===== src/rtl/button_clock_frontend.sv =====
// Push-button front end: per-button sync + debounce with press/release pulses,
// plus a registered step clock. Define CLKSEL_GLITCHFREE_EN for guarded source switching.

module button_clock_frontend_db #(
    parameter int CNT_W = 16
) (
    input  logic CLK,
    input  logic RST_N,
    input  logic pb_raw,
    output logic state,
    output logic down,
    output logic up
);
    // Sync flops hold raw polarity, so they reset to 1 (released).
    logic             sync1, sync2;
    logic [CNT_W-1:0] cnt;
    logic             pressed;

    assign pressed = ~sync2;

    always_ff @(posedge CLK or negedge RST_N) begin
        if (!RST_N) begin
            sync1 <= 1'b1;
            sync2 <= 1'b1;
            cnt   <= '0;
            state <= 1'b0;
            down  <= 1'b0;
            up    <= 1'b0;
        end else begin
            sync1 <= pb_raw;
            sync2 <= sync1;
            down  <= 1'b0;
            up    <= 1'b0;
            if (pressed == state) begin
                cnt <= '0;
            end else if (!(&cnt)) begin
                cnt <= cnt + 1'b1;
            end else begin
                state <= ~state;
                cnt   <= '0;
                down  <= ~state;
                up    <= state;
            end
        end
    end
endmodule

module button_clock_frontend #(
    parameter int NUM_PB   = 4,
    parameter int DB_CNT_W = 16,
    parameter int STEP_IDX = 0,
    parameter int ALT_IDX  = 1
) (
    input  logic              CLK,
    input  logic              RST_N,
    input  logic [NUM_PB-1:0] PB,
    input  logic              SRC_CLK,
    output logic [NUM_PB-1:0] PB_STATE,
    output logic [NUM_PB-1:0] PB_DOWN,
    output logic [NUM_PB-1:0] PB_UP,
    output logic              OUTCLK,
    output logic              SEL
);
    button_clock_frontend_db #(.CNT_W(DB_CNT_W)) u_db [NUM_PB-1:0] (
        .CLK    (CLK),
        .RST_N  (RST_N),
        .pb_raw (PB),
        .state  (PB_STATE),
        .down   (PB_DOWN),
        .up     (PB_UP)
    );

    logic src_s1, src_s2;
    logic cur_src, tgt;

    assign cur_src = SEL ? PB_STATE[STEP_IDX] : src_s2;
    assign tgt     = PB_STATE[ALT_IDX];

`ifdef CLKSEL_GLITCHFREE_EN
    // Only hand over while both the output and the incoming source are low.
    logic nxt_src;
    assign nxt_src = tgt ? PB_STATE[STEP_IDX] : src_s2;
`endif

    always_ff @(posedge CLK or negedge RST_N) begin
        if (!RST_N) begin
            src_s1 <= 1'b0;
            src_s2 <= 1'b0;
            OUTCLK <= 1'b0;
            SEL    <= 1'b0;
        end else begin
            src_s1 <= SRC_CLK;
            src_s2 <= src_s1;
            OUTCLK <= cur_src;
`ifdef CLKSEL_GLITCHFREE_EN
            if (tgt != SEL && !OUTCLK && !nxt_src)
                SEL <= tgt;
`else
            SEL <= tgt;
`endif
        end
    end
endmodule


===== config.mk =====
export PLATFORM = sky130hd
export DESIGN_NAME = button_clock_frontend
export DESIGN_NICKNAME = d
export VERILOG_FILES = /design/src/rtl/button_clock_frontend.sv
export SDC_FILE = /design/constraint.sdc
export NUM_CORES = 1
export LEC_CHECK = 0
export ABC_CLOCK_PERIOD_IN_PS = 3800
export CAP_MARGIN = 20
export CORE_ASPECT_RATIO = 0.6
export CORE_UTILIZATION = 55
export CTS_CLUSTER_DIAMETER = 100
export DETAILED_ROUTE_END_ITERATION = 8
export PLACE_DENSITY_LB_ADDON = 0.08
export SLEW_MARGIN = 20
export SYNTH_ARGS = -nofsm -noshare
export SYNTH_HDL_FRONTEND = slang
export SYNTH_SLANG_ARGS = --single-unit
export TNS_END_PERCENT = 1

===== constraint.sdc =====
create_clock -name CLK -period 3.8 [get_ports CLK]
set_clock_uncertainty 0.05 [all_clocks]
set_input_delay 0.76 -clock CLK [delete_from_list [all_inputs] [get_ports CLK]]
set_output_delay 0.76 -clock CLK [all_outputs]
set_load 0.01 [all_outputs]

# [Yosys cells after proc, flatten, opt, wreduce, memory -nomap -nowiden]
# Index checks and enable logic that the tools add are counted.
[totals] reg_bits=88 output_inout_bits=14 in_bits=7 word_cells=81
[op_classes] addsub=4 n_reduce_logical=8 n_bitwise=12 n_eq_ne=4 mux=25
[ops] operator="$mux W16" count=8
[ops] operator="$reduce_and A17 Y1" count=4
[ops] operator="$add A16 B1 Y16 const B" count=4
[ops] operator="$reduce_and A16 Y1" count=4
[ops] operator="$mux W1" count=17
[ops] operator="$not A1 Y1" count=12
[ops] operator="$eq A1 B1 Y1" count=4

# [Depth between registers and ports, before layout]
# Gate-level depths: netlist of the first run.
[depth] word_depth=4 ltp_mapped=7 depth_no_buf=5

# [Hierarchy]
# A second synthesis of the first run with hierarchy kept.
[hier_totals] cells_unflattened=382 area_unflattened_um2=4095.2
[by_module_without_submodules] mod="button_clock_frontend_db (u_db[0] ...)" cells_each=94 instances=3 seq_area_each_um2=528.0 area_per_inst_um2=992.2
[by_module_without_submodules] mod="button_clock_frontend_db (u_db[1])" cells_each=94 instances=1 seq_area_each_um2=528.0 area_per_inst_um2=996.0
[by_module_without_submodules] mod="button_clock_frontend" cells_each=6 instances=1 seq_area_each_um2=100.1 area_per_inst_um2=122.6

# [Worst setup path before layout of the first run]
# Ideal clock, no wire load.
[synth_timing] path_kind="register to register" start="register u_db[0].cnt[0]" end="register u_db[0].cnt[10]" arrival_time_ns=1.682 slack_ns=1.949 period_less_slack_ns=1.851 t_required_ns=3.631 setup_time_ns=0.119 path_buffers=2 stages_incl_launch_ff=8 path_cell_list="dfrtp_1 -> ha_1 -> nand2_1 -> or4_1 -> buf_2 -> o21bai_2 -> buf_4 -> nor2_1"
[synth_via] elab_chain_len=3 word_cells_on_any_way=4 cone_classes="add/sub: 1; mux: 2; reduce/logical: 1"
[synth_rtl] element="from (decl)" line_no="16" source="logic [CNT_W-1:0] cnt;"
[synth_rtl] element="from (signal assigned)" line_no="37" source="cnt <= cnt + 1'b1;"
[synth_rtl] element="$add A16 B1 Y16 or $reduce_and A16 Y1 (tied branches)" line_no="37, 36"
[synth_rtl] element="$mux W16 *" line_no="36" source="end else if (!(&cnt)) begin"
[synth_rtl] element="$mux W16 *" line_no="34" source="if (pressed == state) begin"
# Every way passes the cells marked *; elsewhere a longest branch is shown, timed or not.
# A chain may end at the register's enable or synchronous reset.

# [Worst setup path after layout of the first run]
[layout_timing] start="register u_db[3].cnt[2]" end="register u_db[3].cnt[15]"
[layout_via] elab_chain_len=3 word_cells_on_any_way=4 cone_classes="add/sub: 1; mux: 2; reduce/logical: 1"
[layout_rtl] element="from (decl)" line_no="16"
[layout_rtl] element="from (signal assigned)" line_no="37"
[layout_rtl] element="$add A16 B1 Y16 or $reduce_and A16 Y1 (tied branches)" line_no="37, 36"
[layout_rtl] element="$mux W16 *" line_no="36"
[layout_rtl] element="$mux W16 *" line_no="34"
# Marks and branches as above.

==> flow_summary.yaml, run 1 <==
outcome:
  status: "finished with violations"
  violations: "design-rule violations"
global_routing:
  grt_use_total_pct: 20.9
  grt_pass1_vias: 2508
  grt_pass1_wl_um: 11900
  antenna_found_initial: 0
  grt_max_degree: 52
  overflow: 0
clock_tree:
  cts_tree: "done"
  cts_hold_buf: 0
  cts_sinks: 88
  clkTransAtPathRegs_ns: 0.06
  numCtsBuffers: 9
  cts_setup_buffers: 0
  cts_max_level: 3
  clk_latency_ns: 0.34
  cts-root-buf: "clkbuf_16"
  cts_max_path_buffers: 2
  cts_resized: 0
layout:
  nets: 408
  antenna_cells: 0
  drive_gt1_share_pct: 8.46
  syn_to_final_growth_pct: 12.0
synth:
  synth_most_common_cell: "dfrtp_1"
  synth_edf_count: 0
  synth_area_um2: 3970
  synth.top_cells.by_count: "dfrtp_1 (80), nor2_1 (65), xnor2_1 (34), nand3_1 (25)"
  synthesis.nets: 393
  synthAdderAreaFrac_pct: 1.26
  synth_top_family_by_area: "simple AND/OR/NAND/NOR gates"
  netlist.area_leader.share_pct: 50.4
  syn_inst: 382
  synthTopCellsByArea: "dfrtp_1 (50%), xnor2_1 (7.5%), nor2_1 (6.1%)"
  synth_compound_area_share_pct: 2.99
  synth.lib_cells_used.distinct: 37
  synth_warnings: 0
  synth_seq_cells: 88
  syn_avg_cell_area_um2: 10.4
  synthMuxAreaShare_pct: 1.04
  synthArstFlopShare_pct: 100
  synth_xor_xnor_area_share_pct: 11.7
  yosysSeqAreaShare_pct: 55.7
  ys.flop_type: "dfrtp_1"
  yosys.area.top_type: "dfrtp_1"
  synth-simple-area-share_pct: 22.5
place:
  portBuffers: 20
  place_hpwl_um: 4640
  gp_congestion: 0.785
power:
  powerDensity_nw_per_um2: 416
  pwr-share-comb_pct: 3.5
  internal_power_w: 0.00145
  power.share.clock_pct: 43.9
  switching_share_pct: 21.4
  seqPwrFrac_pct: 52.6
  p_leak_nw: 1.83
  power.total_w: 0.00185
  p_switching_w: 0.000397
  peakVddDrop_mv: 0.329
sta:
  worst_slew_pin_slew_ns: 0.793
  fin_crit_ns: 2.33
  timing.final.crit_share_pct: 61.2
  setup_tns_ns: 0
  rsz0062_at_grt: "no"
  finalHoldViolCount: 0
  relSlewSlack_pct: 47.0
  report.final.slew_viol_count: 0
  finalSetupViolCount: 0
  fmax_ghz: 0.430
floorplan:
  core-area_um2: 6820
  dieArea_um2: 7570
  die_x_um: 112
  die_y_um: 67.8
  io_pins: 21
  rows: 23
  start_util_pct: 58.2
worst_setup_path:
  crit_fanout: 11
  worst_setup_path_end_kind: "flip-flop"
  path_class: "reg2reg"
  worstPathRequired_ns: 3.93
  worstSetupStartpointType: "flip-flop"
  arrival_ns: 2.46
drt:
  drtIter0Drc: 155
  dr.pass1.iters: 6
  postRouteAntennaNets: 0
  wl_per_cell_um: 13.8
  vias: 2589
  wirelength_um: 6750
  routed_via_density: 5.29
  drc: 1
worst_hold_path:
  hp-class: "reg2reg"
job:
  maxCapViolCount: 0
[worst paths after layout]
check | startpoint | endpoint | slack, ns | depth (start not counted)
max | u_db[3].cnt[2]$_DFF_PN0_ | u_db[3].cnt[15]$_DFF_PN0_ | 1.47 | 4
min | u_db[3].sync1$_DFF_PN1_ | u_db[3].sync2$_DFF_PN1_ | 0.31 | 0
max reg2reg | u_db[3].cnt[2]$_DFF_PN0_ | u_db[3].cnt[15]$_DFF_PN0_ | 1.47 | 4
min reg2reg | u_db[3].sync1$_DFF_PN1_ | u_db[3].sync2$_DFF_PN1_ | 0.31 | 0
max in group asynchronous | RST_N | u_db[0].sync1$_DFF_PN1_ | 2.54 | 2
min in group asynchronous | RST_N | u_db[3].cnt[12]$_DFF_PN0_ | 0.38 | 1
[critical path: stages, from the launching register on]
cell and delay [ns]:
dfrtp_1 0.42, nand4_1 0.34, or3_1 0.54, o21bai_1 0.67
nor2_1 0.14
[stage by stage]
stage	std cells	worst slack [ns]	cell area [um2]	utilization (%)	hold slack [ns]
after floorplan	382	1.95	3970	-	0.281
after global placement	473	1.50	4170	61.1	0.297
after detailed placement	473	1.52	4170	61.1	0.297
after CTS	489	1.47	4450	65.2	0.308
after global routing	489	1.30	4450	65.2	0.313
final	489	1.47	4450	65.2	0.307
[cells in the final DEF, fill, tap and decap left out, types with 4 or more instances in the layout]
master,n
nand4_1,15
ha_1,4
nor4_1,13
and3_1,6
xnor2_1,34
dfrtp_1,80
nand2_1,19
xor2_1,19
o21ai_0,7
inv_1,18
nor3_1,15
dfstp_2,8
or3_1,5
clkdlybuf4s50_1,19
clkbuf_16,9
a21oi_1,4
nand3_1,25
nor2_1,65
[kinds of logic (layout without fill, tap and decap cells)]
| logic type | Yosys count | in the layout |
|---|---|---|
| mux | 4 | 4 |
| simple gates | 178 | 178 |
| buf+inv | 36 | 56 |
| flops | 88 | 88 |
| compound gates | 19 | 19 |
| fa+ha+maj | 4 | 4 |
| xor+xnor | 53 | 53 |
[layout make-up]
cell class | count | area, um2
timing repair buffer | 22 | 213
clock buffer | 13 | 260
inverter | 18 | 67.6
tap | 87 | 109
multi-input combinational | 258 | 1570
fill | 555 | 2370
clock inverter | 3 | 17.5
sequential | 88 | 2210
[layer usage]
layer / GRT usage, % / wire [um] / share of wire [%] / vias to the layer above
li1: - / - / - / 1320
met3: 5.75 / 261 / 3.9 / 11
met2: 30.0 / 2790 / 41 / 45
met4: 9.97 / 119 / 1.8 / 0
met1: 29.4 / 3580 / 53 / 1213
met5: 0 / 0 / 0 / -
[power by group through the flow]
| stage | Combinational, W | Clock (W) | Sequential, W |
|---|---|---|---|
| 2_1_floorplan | 0.0000319 | 0 | 0.000987 |
| 3_3_place_gp | 0.0000656 | 0 | 0.000991 |
| 3_5_place_dp | 0.0000655 | 0 | 0.000991 |
| 4_1_cts | 0.0000664 | 0.000837 | 0.000974 |
| 5_1_grt | 0.0000745 | 0.000870 | 0.000977 |
| 6_report | 0.0000640 | 0.000813 | 0.000974 |
[sequential cells by signal, summed over array words and instances, names as in the netlist]
signal / count
src_s2: 1
OUTCLK: 1
u_db.down: 4
u_db.up: 4
u_db.cnt: 64
u_db.state: 4
SEL: 1
u_db.sync1: 4
src_s1: 1
u_db.sync2: 4
No activity file was read; power rests on OpenSTA's default activity.
==> run 2, diff against run 1 <==
ABC_CLOCK_PERIOD_IN_PS = 2200   (was 3800)
clock period = 2.2 ns   (was 3.8 ns; I/O delays follow)
==> flow_summary.yaml, run 2 (same netlist as run 1, synthesis figures left out) <==
sta:
  rsz0062_at_grt: "no"
  hold_ws_ns: 0.000633
  finalHoldViolCount: 0
  worst_slew_pin_slew_ns: 0.454
  fin_crit_ns: 2.00
  fmax_ghz: 0.500
  relSlewSlack_pct: 69.7
  report.final.slew_viol_count: 0
  timing.final.crit_share_pct: 91.0
  finalSetupViolCount: 0
  setup_tns_ns: 0
clock_tree:
  cts_hold_buf: 0
  cts_tree: "done"
  clkTransAtPathRegs_ns: 0.06
  cts_max_path_buffers: 2
  cts_resized: 0
  cts_setup_buffers: 0
  cts_sinks: 88
  clk_latency_ns: 0.34
  numCtsBuffers: 9
  cts-root-buf: "clkbuf_16"
  cts_max_level: 3
layout:
  antenna_cells: 0
  postLayoutCellArea_um2: 4580
  nFillCells: 543
  nets: 414
  drive_gt1_share_pct: 10.0
  syn_to_final_growth_pct: 15.3
  regMostFlops: "u_db.cnt"
  final_common_cell: "dfrtp_1"
  final_cell_mix: "dfrtp_1 (80), nor2_1 (65), xnor2_1 (34)"
  largest_reg_flops: 64
place:
  placed_area_um2: 4240
  portBuffers: 20
  gp_congestion: 0.801
  place_hpwl_um: 4640
worst_setup_path:
  path_class: "reg2reg"
  arrival_ns: 2.21
  crit_start: "u_db[0].cnt[0]$_DFF_PN0_"
  r2r_start: "u_db[0].cnt[0]$_DFF_PN0_"
  r2r_end: "u_db[0].cnt[14]$_DFF_PN0_"
  crit_fanout: 8
  worstSetupStartpointType: "flip-flop"
  worst-r2r-setup-slack_ns: 0.20
  worstSetupEndpoint: "u_db[0].cnt[14]$_DFF_PN0_"
  reg2reg_depth: 5
  worstPathRequired_ns: 2.41
  worst_setup_path_end_kind: "flip-flop"
global_routing:
  overflow: 0
  antenna_found_initial: 0
  grt_max_degree: 35
  grt_use_total_pct: 20.4
  grt_pass1_wl_um: 11600
  grt_pass1_vias: 2362
drt:
  dr.pass1.iters: 6
  drtIter0Drc: 182
  vias: 2619
  wirelength_um: 6770
  routed_via_density: 5.29
  drc: 1
  postRouteAntennaNets: 0
  wl_per_cell_um: 13.7
power:
  peakVddDrop_mv: 0.554
  pwr-share-comb_pct: 3.5
  switching_share_pct: 20.1
  power.share.clock_pct: 48.5
  seqPwrFrac_pct: 48.0
  p_switching_w: 0.000704
  powerDensity_nw_per_um2: 767
  internal_power_w: 0.00281
  p_leak_nw: 1.89
outcome:
  violations: "design-rule violations"
  status: "finished with violations"
floorplan:
  io_pins: 21
  rows: 23
  die_x_um: 112
  core-area_um2: 6820
  die_y_um: 67.8
  start_util_pct: 58.2
  dieArea_um2: 7570
worst_hold_path:
  hp-class: "in2async"
job:
  maxCapViolCount: 0
[run 2: per-layer routing]
| layer | vias up | wire length (um) | track usage [%] |
|---|---|---|---|
| met5 | - | 0 | 0 |
| met4 | 0 | 105 | 8.61 |
| met3 | 10 | 240 | 5.66 |
| met2 | 39 | 2610 | 26.9 |
| met1 | 1243 | 3810 | 31.1 |
| li1 | 1327 | - | - |
[run 2: power by group through the flow]
stage          Clock [W]  Combinational (W)  Sequential (W)
2_1_floorplan          0          0.0000551         0.00171
3_3_place_gp           0           0.000126         0.00171
3_5_place_dp           0           0.000126         0.00171
4_1_cts          0.00174           0.000128         0.00168
5_1_grt          0.00179           0.000142         0.00169
6_report         0.00170           0.000124         0.00168
[run 2: critical path, stage by stage, from the launching register on]
cell and delay [ns]:
dfrtp_1 0.40, ha_1 0.23, nand2_1 0.12, or4_1 0.63
or3_1 0.36, a21oi_1 0.14
[run 2: layout make-up]
class / instances / area (um2) / area share (%)
clock buffers: 10 / 229 / 5.00
clock inverters: 6 / 108 / 2.35
inverters: 18 / 67.6 / 1.48
multi-input cells: 258 / 1570 / 34.3
flip-flops and latches: 88 / 2210 / 48.3
well taps: 87 / 109 / 2.38
repair buffers: 28 / 283 / 6.18
[run 2: per-stage QoR]
stage | setup slack (ns) | std cells | util, % | power [W]
final | 0.199 | 495 | 67.1 | 0.00351
after global routing | 0.0798 | 495 | 67.1 | 0.00362
after detailed placement | 0.214 | 479 | 62.2 | 0.00184
after CTS | 0.204 | 495 | 67.1 | 0.00355
after global placement | 0.298 | 479 | 62.2 | 0.00184
after floorplan | 0.349 | 382 | - | 0.00176
[run 2: worst min path at each step]
stage | startpoint | endpoint | cells after the start
detailed placement | u_db[3].sync1$_DFF_PN1_ | u_db[3].sync2$_DFF_PN1_ | 0
floorplan | RST_N | OUTCLK$_DFF_PN0_ | 0
global route | RST_N | u_db[3].cnt[0]$_DFF_PN0_ | 1
CTS | RST_N | u_db[3].cnt[8]$_DFF_PN0_ | 1
finish | RST_N | u_db[3].cnt[0]$_DFF_PN0_ | 1
global placement | u_db[2].sync1$_DFF_PN1_ | u_db[2].sync2$_DFF_PN1_ | 0
==> run 3, diff against run 2 <==
CAP_MARGIN = unset   (was 20)
==> results of run 3 <==
No change in the layout: final DEF, timing and power equal those of run 2.
